### config.mk
export PLATFORM = sky130hd
export DESIGN_NAME = eight_bit_int_square_finder
export DESIGN_NICKNAME = d
export VERILOG_FILES = /design/src/rtl/eight_bit_int_square_finder_pkg.sv /design/src/rtl/eight_bit_int_square_finder_datapath.sv /design/src/rtl/eight_bit_int_square_finder.sv
export SDC_FILE = /design/constraint.sdc
export NUM_CORES = 1
export LEC_CHECK = 0
export ABC_AREA = 1
export BUFFER_PORTS_ARGS = -buffer_cell sky130_fd_sc_hd__buf_2
export CAP_MARGIN = 20
export CORE_UTILIZATION = 59
export DETAILED_ROUTE_END_ITERATION = 8
export PLACE_DENSITY_LB_ADDON = 0.1
export SETUP_SLACK_MARGIN = 0.1
export SLEW_MARGIN = 20
export SYNTH_ARGS = -nofsm -noshare
export SYNTH_HDL_FRONTEND = slang
export SYNTH_SLANG_ARGS = --single-unit
### constraint.sdc
create_clock -name clk -period 2.35 [get_ports clk]
set_input_delay 0.1175 -clock clk [delete_from_list [all_inputs] [get_ports clk]]
set_output_delay 0.1175 -clock clk [all_outputs]
set_load 0.02 [all_outputs]
### src/rtl/eight_bit_int_square_finder_pkg.sv
// Shared constants for the square finder and its companion square-root finder:
// operand/result/odd-term widths and the controller state encoding.
package eight_bit_int_square_finder_pkg;

    localparam int OP_W  = 8;   // operand and term counter width
    localparam int RES_W = 16;  // accumulator and result width
    localparam int DEL_W = 10;  // odd-term register width (largest term is 511)

    typedef enum logic [1:0] {
        S_IDLE = 2'd0,
        S_CALC = 2'd1,
        S_DONE = 2'd2
    } state_t;

endpackage : eight_bit_int_square_finder_pkg

### src/rtl/eight_bit_int_square_finder_datapath.sv
// Datapath of the square finder: sums the odd numbers 1, 3, 5, ... until
// CNT equals the latched operand, so ACC ends up holding A*A.
module eight_bit_int_square_finder_datapath
    import eight_bit_int_square_finder_pkg::*;
(
    input  logic             clk,
    input  logic             clr,
    input  logic             en_a,     // latch the operand
    input  logic             en_calc,  // update CNT/DEL/ACC
    input  logic             en_out,   // copy ACC into SQ
    input  logic             ld_add,   // 1: initialise CNT/DEL/ACC, 0: add one odd term
    input  logic [OP_W-1:0]  a,
    output logic             eq,       // all A odd terms have been summed
    output logic [RES_W-1:0] sq
);

    logic [OP_W-1:0]  a_q;
    logic [OP_W-1:0]  cnt_q;
    logic [DEL_W-1:0] del_q;
    logic [RES_W-1:0] acc_q;
    logic [RES_W-1:0] sq_q;

    logic [RES_W-1:0] acc_sum;
    logic [DEL_W-1:0] del_nxt;
    logic [OP_W-1:0]  cnt_nxt;

    // Adders are exactly register width; 255*255 and 2*255+1 both fit, so no carry is lost.
    assign acc_sum = acc_q + {{(RES_W-DEL_W){1'b0}}, del_q};
    assign del_nxt = del_q + DEL_W'(2);
    assign cnt_nxt = cnt_q + OP_W'(1);
    assign eq      = (cnt_q == a_q);
    assign sq      = sq_q;

    // Operand register: captured on the accepting edge only, immune to later changes of a.
    // NOTE: state registers use non-blocking assignments so every flop samples pre-edge values.
    always_ff @(posedge clk or posedge clr) begin
        if (clr) begin
            a_q <= '0;
        end else if (en_a) begin
            a_q <= a;
        end
    end

    // Working registers: initialised on accept, then one odd term added per step.
    always_ff @(posedge clk or posedge clr) begin
        if (clr) begin
            cnt_q <= '0;
            del_q <= '0;
            acc_q <= '0;
        end else if (en_calc) begin
            if (ld_add) begin
                cnt_q <= '0;
                del_q <= DEL_W'(1);
                acc_q <= '0;
            end else begin
                cnt_q <= cnt_nxt;
                del_q <= del_nxt;
                acc_q <= acc_sum;
            end
        end
    end

    // Output register: written once per operation, held until the next result or clr.
    always_ff @(posedge clk or posedge clr) begin
        if (clr) begin
            sq_q <= '0;
        end else if (en_out) begin
            sq_q <= acc_q;
        end
    end

endmodule : eight_bit_int_square_finder_datapath

### src/rtl/eight_bit_int_square_finder.sv
// Sequential 8-bit squarer: controller FSM driving the odd-sum datapath,
// with a single-cycle start/done handshake and a held result.
module eight_bit_int_square_finder
    import eight_bit_int_square_finder_pkg::*;
(
    input  logic             clk,
    input  logic             clr,
    input  logic             start,
    input  logic [OP_W-1:0]  a,
    output logic [RES_W-1:0] sq,
    output logic             done,
    output logic             busy
);

    state_t state_q;
    logic   done_q;
    logic   busy_q;

    logic   en_a;
    logic   en_calc;
    logic   en_out;
    logic   ld_add;
    logic   eq;

    // Datapath control decoded from the current state and handshake inputs.
    // NOTE: every signal gets a default before the case so no latch is inferred.
    always_comb begin
        en_a    = 1'b0;
        en_calc = 1'b0;
        en_out  = 1'b0;
        ld_add  = 1'b0;
        case (state_q)
            S_IDLE: begin
                if (start) begin
                    en_a    = 1'b1;
                    en_calc = 1'b1;
                    ld_add  = 1'b1;
                end
            end
            S_CALC: begin
                if (eq) begin
                    en_out = 1'b1;
                end else begin
                    en_calc = 1'b1;
                end
            end
            default: ;
        endcase
    end

    // Controller FSM; done/busy are registered with the state so they track it glitch-free.
    always_ff @(posedge clk or posedge clr) begin
        if (clr) begin
            state_q <= S_IDLE;
            done_q  <= 1'b0;
            busy_q  <= 1'b0;
        end else begin
            case (state_q)
                S_IDLE: begin
                    if (start) begin
                        state_q <= S_CALC;
                        busy_q  <= 1'b1;
                    end
                    done_q <= 1'b0;
                end
                S_CALC: begin
                    if (eq) begin
                        state_q <= S_DONE;
                        done_q  <= 1'b1;
                    end
                    busy_q <= 1'b1;
                end
                S_DONE: begin
                    state_q <= S_IDLE;
                    done_q  <= 1'b0;
                    busy_q  <= 1'b0;
                end
                default: begin
                    // Unused encoding: fall back to a quiet IDLE.
                    state_q <= S_IDLE;
                    done_q  <= 1'b0;
                    busy_q  <= 1'b0;
                end
            endcase
        end
    end

    assign done = done_q;
    assign busy = busy_q;

    eight_bit_int_square_finder_datapath u_datapath (
        .clk     (clk),
        .clr     (clr),
        .en_a    (en_a),
        .en_calc (en_calc),
        .en_out  (en_out),
        .ld_add  (ld_add),
        .a       (a),
        .eq      (eq),
        .sq      (sq)
    );

endmodule : eight_bit_int_square_finder

==> impl_metrics.prom <==
# TYPE chip_impl_metric gauge
chip_impl_metric{name="static-leakage-power",unit="uW"} 0.00217
chip_impl_metric{name="synth_top_area_share",unit="%"} 43.6
chip_impl_metric{name="core_area",unit="um^2"} 5680
chip_impl_metric{name="worst_pin_slew",unit="ns"} 0.630
chip_impl_metric{name="synth-xor-area-share",unit="%"} 3.20
chip_impl_metric{name="final.hold.worst_slack",unit="ns"} 0.0534
chip_impl_metric{name="share_of_cell_area_taken_by_muxes_after_synthesis",unit="%"} 0
chip_impl_info{name="synthMostInstantiatedCell",value="nand2_1"} 1
chip_impl_metric{name="fin_crit",unit="ns"} 1.89
chip_impl_info{name="postSynth.topFlopCell",value="dfrtp_1"} 1
chip_impl_metric{name="report.final.slew_viol_count",unit=""} 0
chip_impl_metric{name="buffer_ports.inserted",unit=""} 28
chip_impl_metric{name="drtIter0Drc",unit=""} 217
chip_impl_metric{name="ant_nets",unit=""} 0
chip_impl_metric{name="synth_fp_nets",unit=""} 496
chip_impl_metric{name="cts.clk_slew.worst_paths",unit="ns"} 0.07
chip_impl_info{name="status",value="finished clean"} 1
chip_impl_info{name="yosys-top-cells-area",value="dfrtp_1 (44%), nand2_1 (17%), inv_1 (6.6%)"} 1
chip_impl_metric{name="timing.final.setup_violations",unit=""} 0
chip_impl_metric{name="grtUsageTotal",unit="%"} 27.4
chip_impl_metric{name="post_drt_wl_per_cell",unit="um"} 12.6
chip_impl_metric{name="grt_antenna_before_repair",unit=""} 0
chip_impl_info{name="cpMaxStageDelayCell",value="dfrtp_1"} 1
chip_impl_metric{name="cp.buffers_inverters",unit=""} 1
chip_impl_info{name="timing.setup.critical_path_class",value="flop to flop"} 1
chip_impl_metric{name="grt_first_pass_wirelength",unit="um"} 13100
chip_impl_metric{name="post_cts_resized",unit=""} 0
chip_impl_info{name="min_path_type",value="primary input to flop"} 1
chip_impl_metric{name="slowest_delay",unit="ns"} 0.47
chip_impl_metric{name="gp_congestion",unit=""} 0.868
chip_impl_metric{name="route.detailed.drc",unit=""} 0
chip_impl_metric{name="die_width",unit="um"} 79.7
chip_impl_metric{name="maximum_number_of_pins_on_one_net_before_global_route_repair",unit=""} 35
chip_impl_metric{name="cts-hold-fix-buffers",unit=""} 9
chip_impl_info{name="critical_path.cell_chain",value="nand2_1 -> inv_1 -> nor2_1 -> nor2_1 -> nand2_1 -> o21ai_4 -> nand2_2 -> o21ai_1"} 1
chip_impl_metric{name="synth_edf_count",unit=""} 0
chip_impl_metric{name="setup_tns",unit="ns"} 0
chip_impl_metric{name="maxClockFrequency",unit="MHz"} 530
chip_impl_metric{name="number_of_nets_in_the_final_layout",unit=""} 535
chip_impl_metric{name="timing_hold_violations_final",unit=""} 0
chip_impl_metric{name="max_cap_violations",unit=""} 0
chip_impl_metric{name="ys_async_sr_fraction",unit="%"} 100
chip_impl_metric{name="grt.overflow.total",unit=""} 0
chip_impl_info{name="rsz0062_at_grt",value="false"} 1
chip_impl_metric{name="synth_compound_area_share",unit="%"} 9.00
chip_impl_info{name="worst_path_top_cell_family_by_delay",value="simple AND/OR/NAND/NOR gates"} 1
chip_impl_metric{name="ys_types",unit=""} 28
chip_impl_info{name="crit_path_end_kind",value="flop"} 1
chip_impl_info{name="tritoncts",value="yes"} 1
chip_impl_metric{name="totalPowerFinal",unit="uW"} 1930
chip_impl_metric{name="use_met1",unit="%"} 32.9
chip_impl_metric{name="max-vdd-ir-drop",unit="mV"} 0.475
chip_impl_metric{name="grtUsageMet3",unit="%"} 6.17
chip_impl_metric{name="timing.critical_path.required",unit="ns"} 2.60
chip_impl_metric{name="synth_area",unit="um^2"} 3560
chip_impl_metric{name="cts.htree.levels",unit=""} 3
chip_impl_info{name="synthDominantAreaCellType",value="dfrtp_1"} 1
chip_impl_metric{name="routed-via-count",unit=""} 3061
chip_impl_metric{name="avgSynthCellArea",unit="um^2"} 7.54
chip_impl_metric{name="cts-buffers-inserted",unit=""} 9
chip_impl_metric{name="synth_cells",unit=""} 472
chip_impl_metric{name="cts.repair_timing.setup_buffer_count",unit=""} 0
chip_impl_metric{name="min_period_over_period",unit="%"} 80.3
chip_impl_metric{name="avgViaCountPerCell",unit=""} 5.21
chip_impl_metric{name="diodes",unit=""} 0
chip_impl_metric{name="dpl_ws",unit="ns"} 0.505
chip_impl_metric{name="seq_area_frac_synth",unit="%"} 43.6
chip_impl_metric{name="num-fill-cells",unit=""} 460
chip_impl_info{name="clock_tree.root_cell",value="clkbuf_8"} 1
chip_impl_metric{name="power_per_cell_area",unit="nW/um^2"} 482
chip_impl_metric{name="routed_wirelength",unit="um"} 7420
chip_impl_metric{name="drive_above_1_share",unit="%"} 13.4
chip_impl_metric{name="clockBufferDepth",unit=""} 2
chip_impl_metric{name="synth_seq_cells",unit=""} 62
chip_impl_metric{name="floorplan.die_area",unit="um^2"} 6350
chip_impl_metric{name="cts_sinks",unit=""} 62
chip_impl_info{name="top_usage_layer",value="met2"} 1
chip_impl_info{name="critical_path_start_type",value="flop"} 1
chip_impl_metric{name="use_met2",unit="%"} 46.3
chip_impl_metric{name="floorplan.initialDensity",unit="%"} 62.7
chip_impl_metric{name="ys_warn_count",unit=""} 0
chip_impl_info{name="synth_commonest_cells",value="nand2_1 (165), inv_1 (63), dfrtp_1 (62)"} 1
chip_impl_metric{name="worst_skew_pair.late_latency",unit="ns"} 0.35
chip_impl_metric{name="timing.slew.headroom",unit="%"} 57.9
chip_impl_metric{name="worst_slack",unit="ns"} 0.464
chip_impl_metric{name="timing.clock.skew",unit="ns"} 0.00538
chip_impl_metric{name="dp_hpwl",unit="um"} 5270
chip_impl_metric{name="synth-simple-area-share",unit="%"} 29.8
chip_impl_metric{name="layout-area-overhead-vs-synth",unit="%"} 12.4
chip_impl_metric{name="crit_arrival",unit="ns"} 2.14
chip_impl_metric{name="rows",unit=""} 27
chip_impl_metric{name="first_pass_iters",unit=""} 5
chip_impl_metric{name="critical_path.max_fanout",unit=""} 22
chip_impl_metric{name="ios",unit=""} 29
chip_impl_info{name="main_combinational_cell_family_by_area_after_synthesis",value="simple AND/OR/NAND/NOR gates"} 1
chip_impl_metric{name="synth_fa_ha_area_share",unit="%"} 4.78
chip_impl_metric{name="fp.dieH",unit="um"} 79.7
chip_impl_metric{name="first_global_vias",unit=""} 3056
==> placed cells by master (no fill, tap or decap), drive strengths merged, types with 6 or more instances in the layout <==
cell / instances
xor2: 6
nand4: 17
nor2: 35
o21ai: 39
a21oi: 7
dlygate4sd3: 9
xnor2: 7
ha: 12
inv: 67
dfrtp: 62
buf: 32
clkbuf: 12
nand3: 27
nand2: 168
==> flip-flops by register name (all words and copies together) (netlist names) <==
signal            flops
done                  1
u_datapath.sq        16
u_datapath.del_q     10
u_datapath.a_q        8
state_q               2
busy                  1
u_datapath.acc_q     16
u_datapath.cnt_q      8
==> path summary, 6_finish.rpt <==
| path | from | to | slack, ns | cells after the start |
|---|---|---|---|---|
| max | u_datapath.cnt_q[5] | u_datapath.cnt_q[0] | 0.46 | 8 |
| min | start | busy | 0.05 | 3 |
| max reg2reg | u_datapath.cnt_q[5] | u_datapath.cnt_q[0] | 0.46 | 8 |
| min reg2reg | u_datapath.sq[7] | u_datapath.sq[7] | 0.47 | 2 |
| max in group asynchronous | clr | u_datapath.del_q[8] | 1.36 | 4 |
| min in group asynchronous | clr | u_datapath.a_q[7] | 0.39 | 3 |
==> power by group <==
part	leakage, uW	total, uW	switching, uW	internal, uW
combinational	0.00133	43.4	24.5	18.9
sequential	0.000754	1070	0	1070
clock	0.0000861	818	412	406
total	0.00217	1930	436	1490
==> logic make-up (layout without fill, tap and decap cells) <==
logic type	Yosys count	after routing
buffers and inverters	80	124
XOR/XNOR	13	13
AO/OA/AOI/OAI	53	53
adder cells (fa/ha/maj)	13	13
AND/OR/NAND/NOR	251	251
flip-flops	62	62
==> routing by layer <==
layer	wire length, um	part of all wire (%)
met2	3650	49
met1	3280	44
met3	296	4.0
met5	0	0
met4	194	2.6
==> per-stage QoR <==
stage	cell area (um^2)	cells	util [%]
4_1_cts	4000	588	70.5
3_3_place_gp	3740	563	65.9
3_5_place_dp	3740	563	65.9
2_1_floorplan	3560	472	-
5_1_grt	4000	588	70.5
6_report	4000	588	70.5
==> area by class of cell <==
class                   count  area (um^2)  area share [%]
repair buffers             41          273            6.82
well taps                  72         90.1            2.25
inverters                  67          251            6.29
clock buffers              12          145            3.63
clock inverters             4         22.5           0.563
multi-input cells         330         1670            41.6
flip-flops and latches     62         1550            38.8
==> worst register-to-register path, cell delays in order (launching register included) <==
cell and delay, ns:
dfrtp_1 0.47, nand2_1 0.08, inv_1 0.05, nor2_1 0.03, nor2_1 0.08, nand2_1 0.13
o21ai_4 0.31, nand2_2 0.35, o21ai_1 0.28
Note: power is estimated with default switching activity, not from simulation.
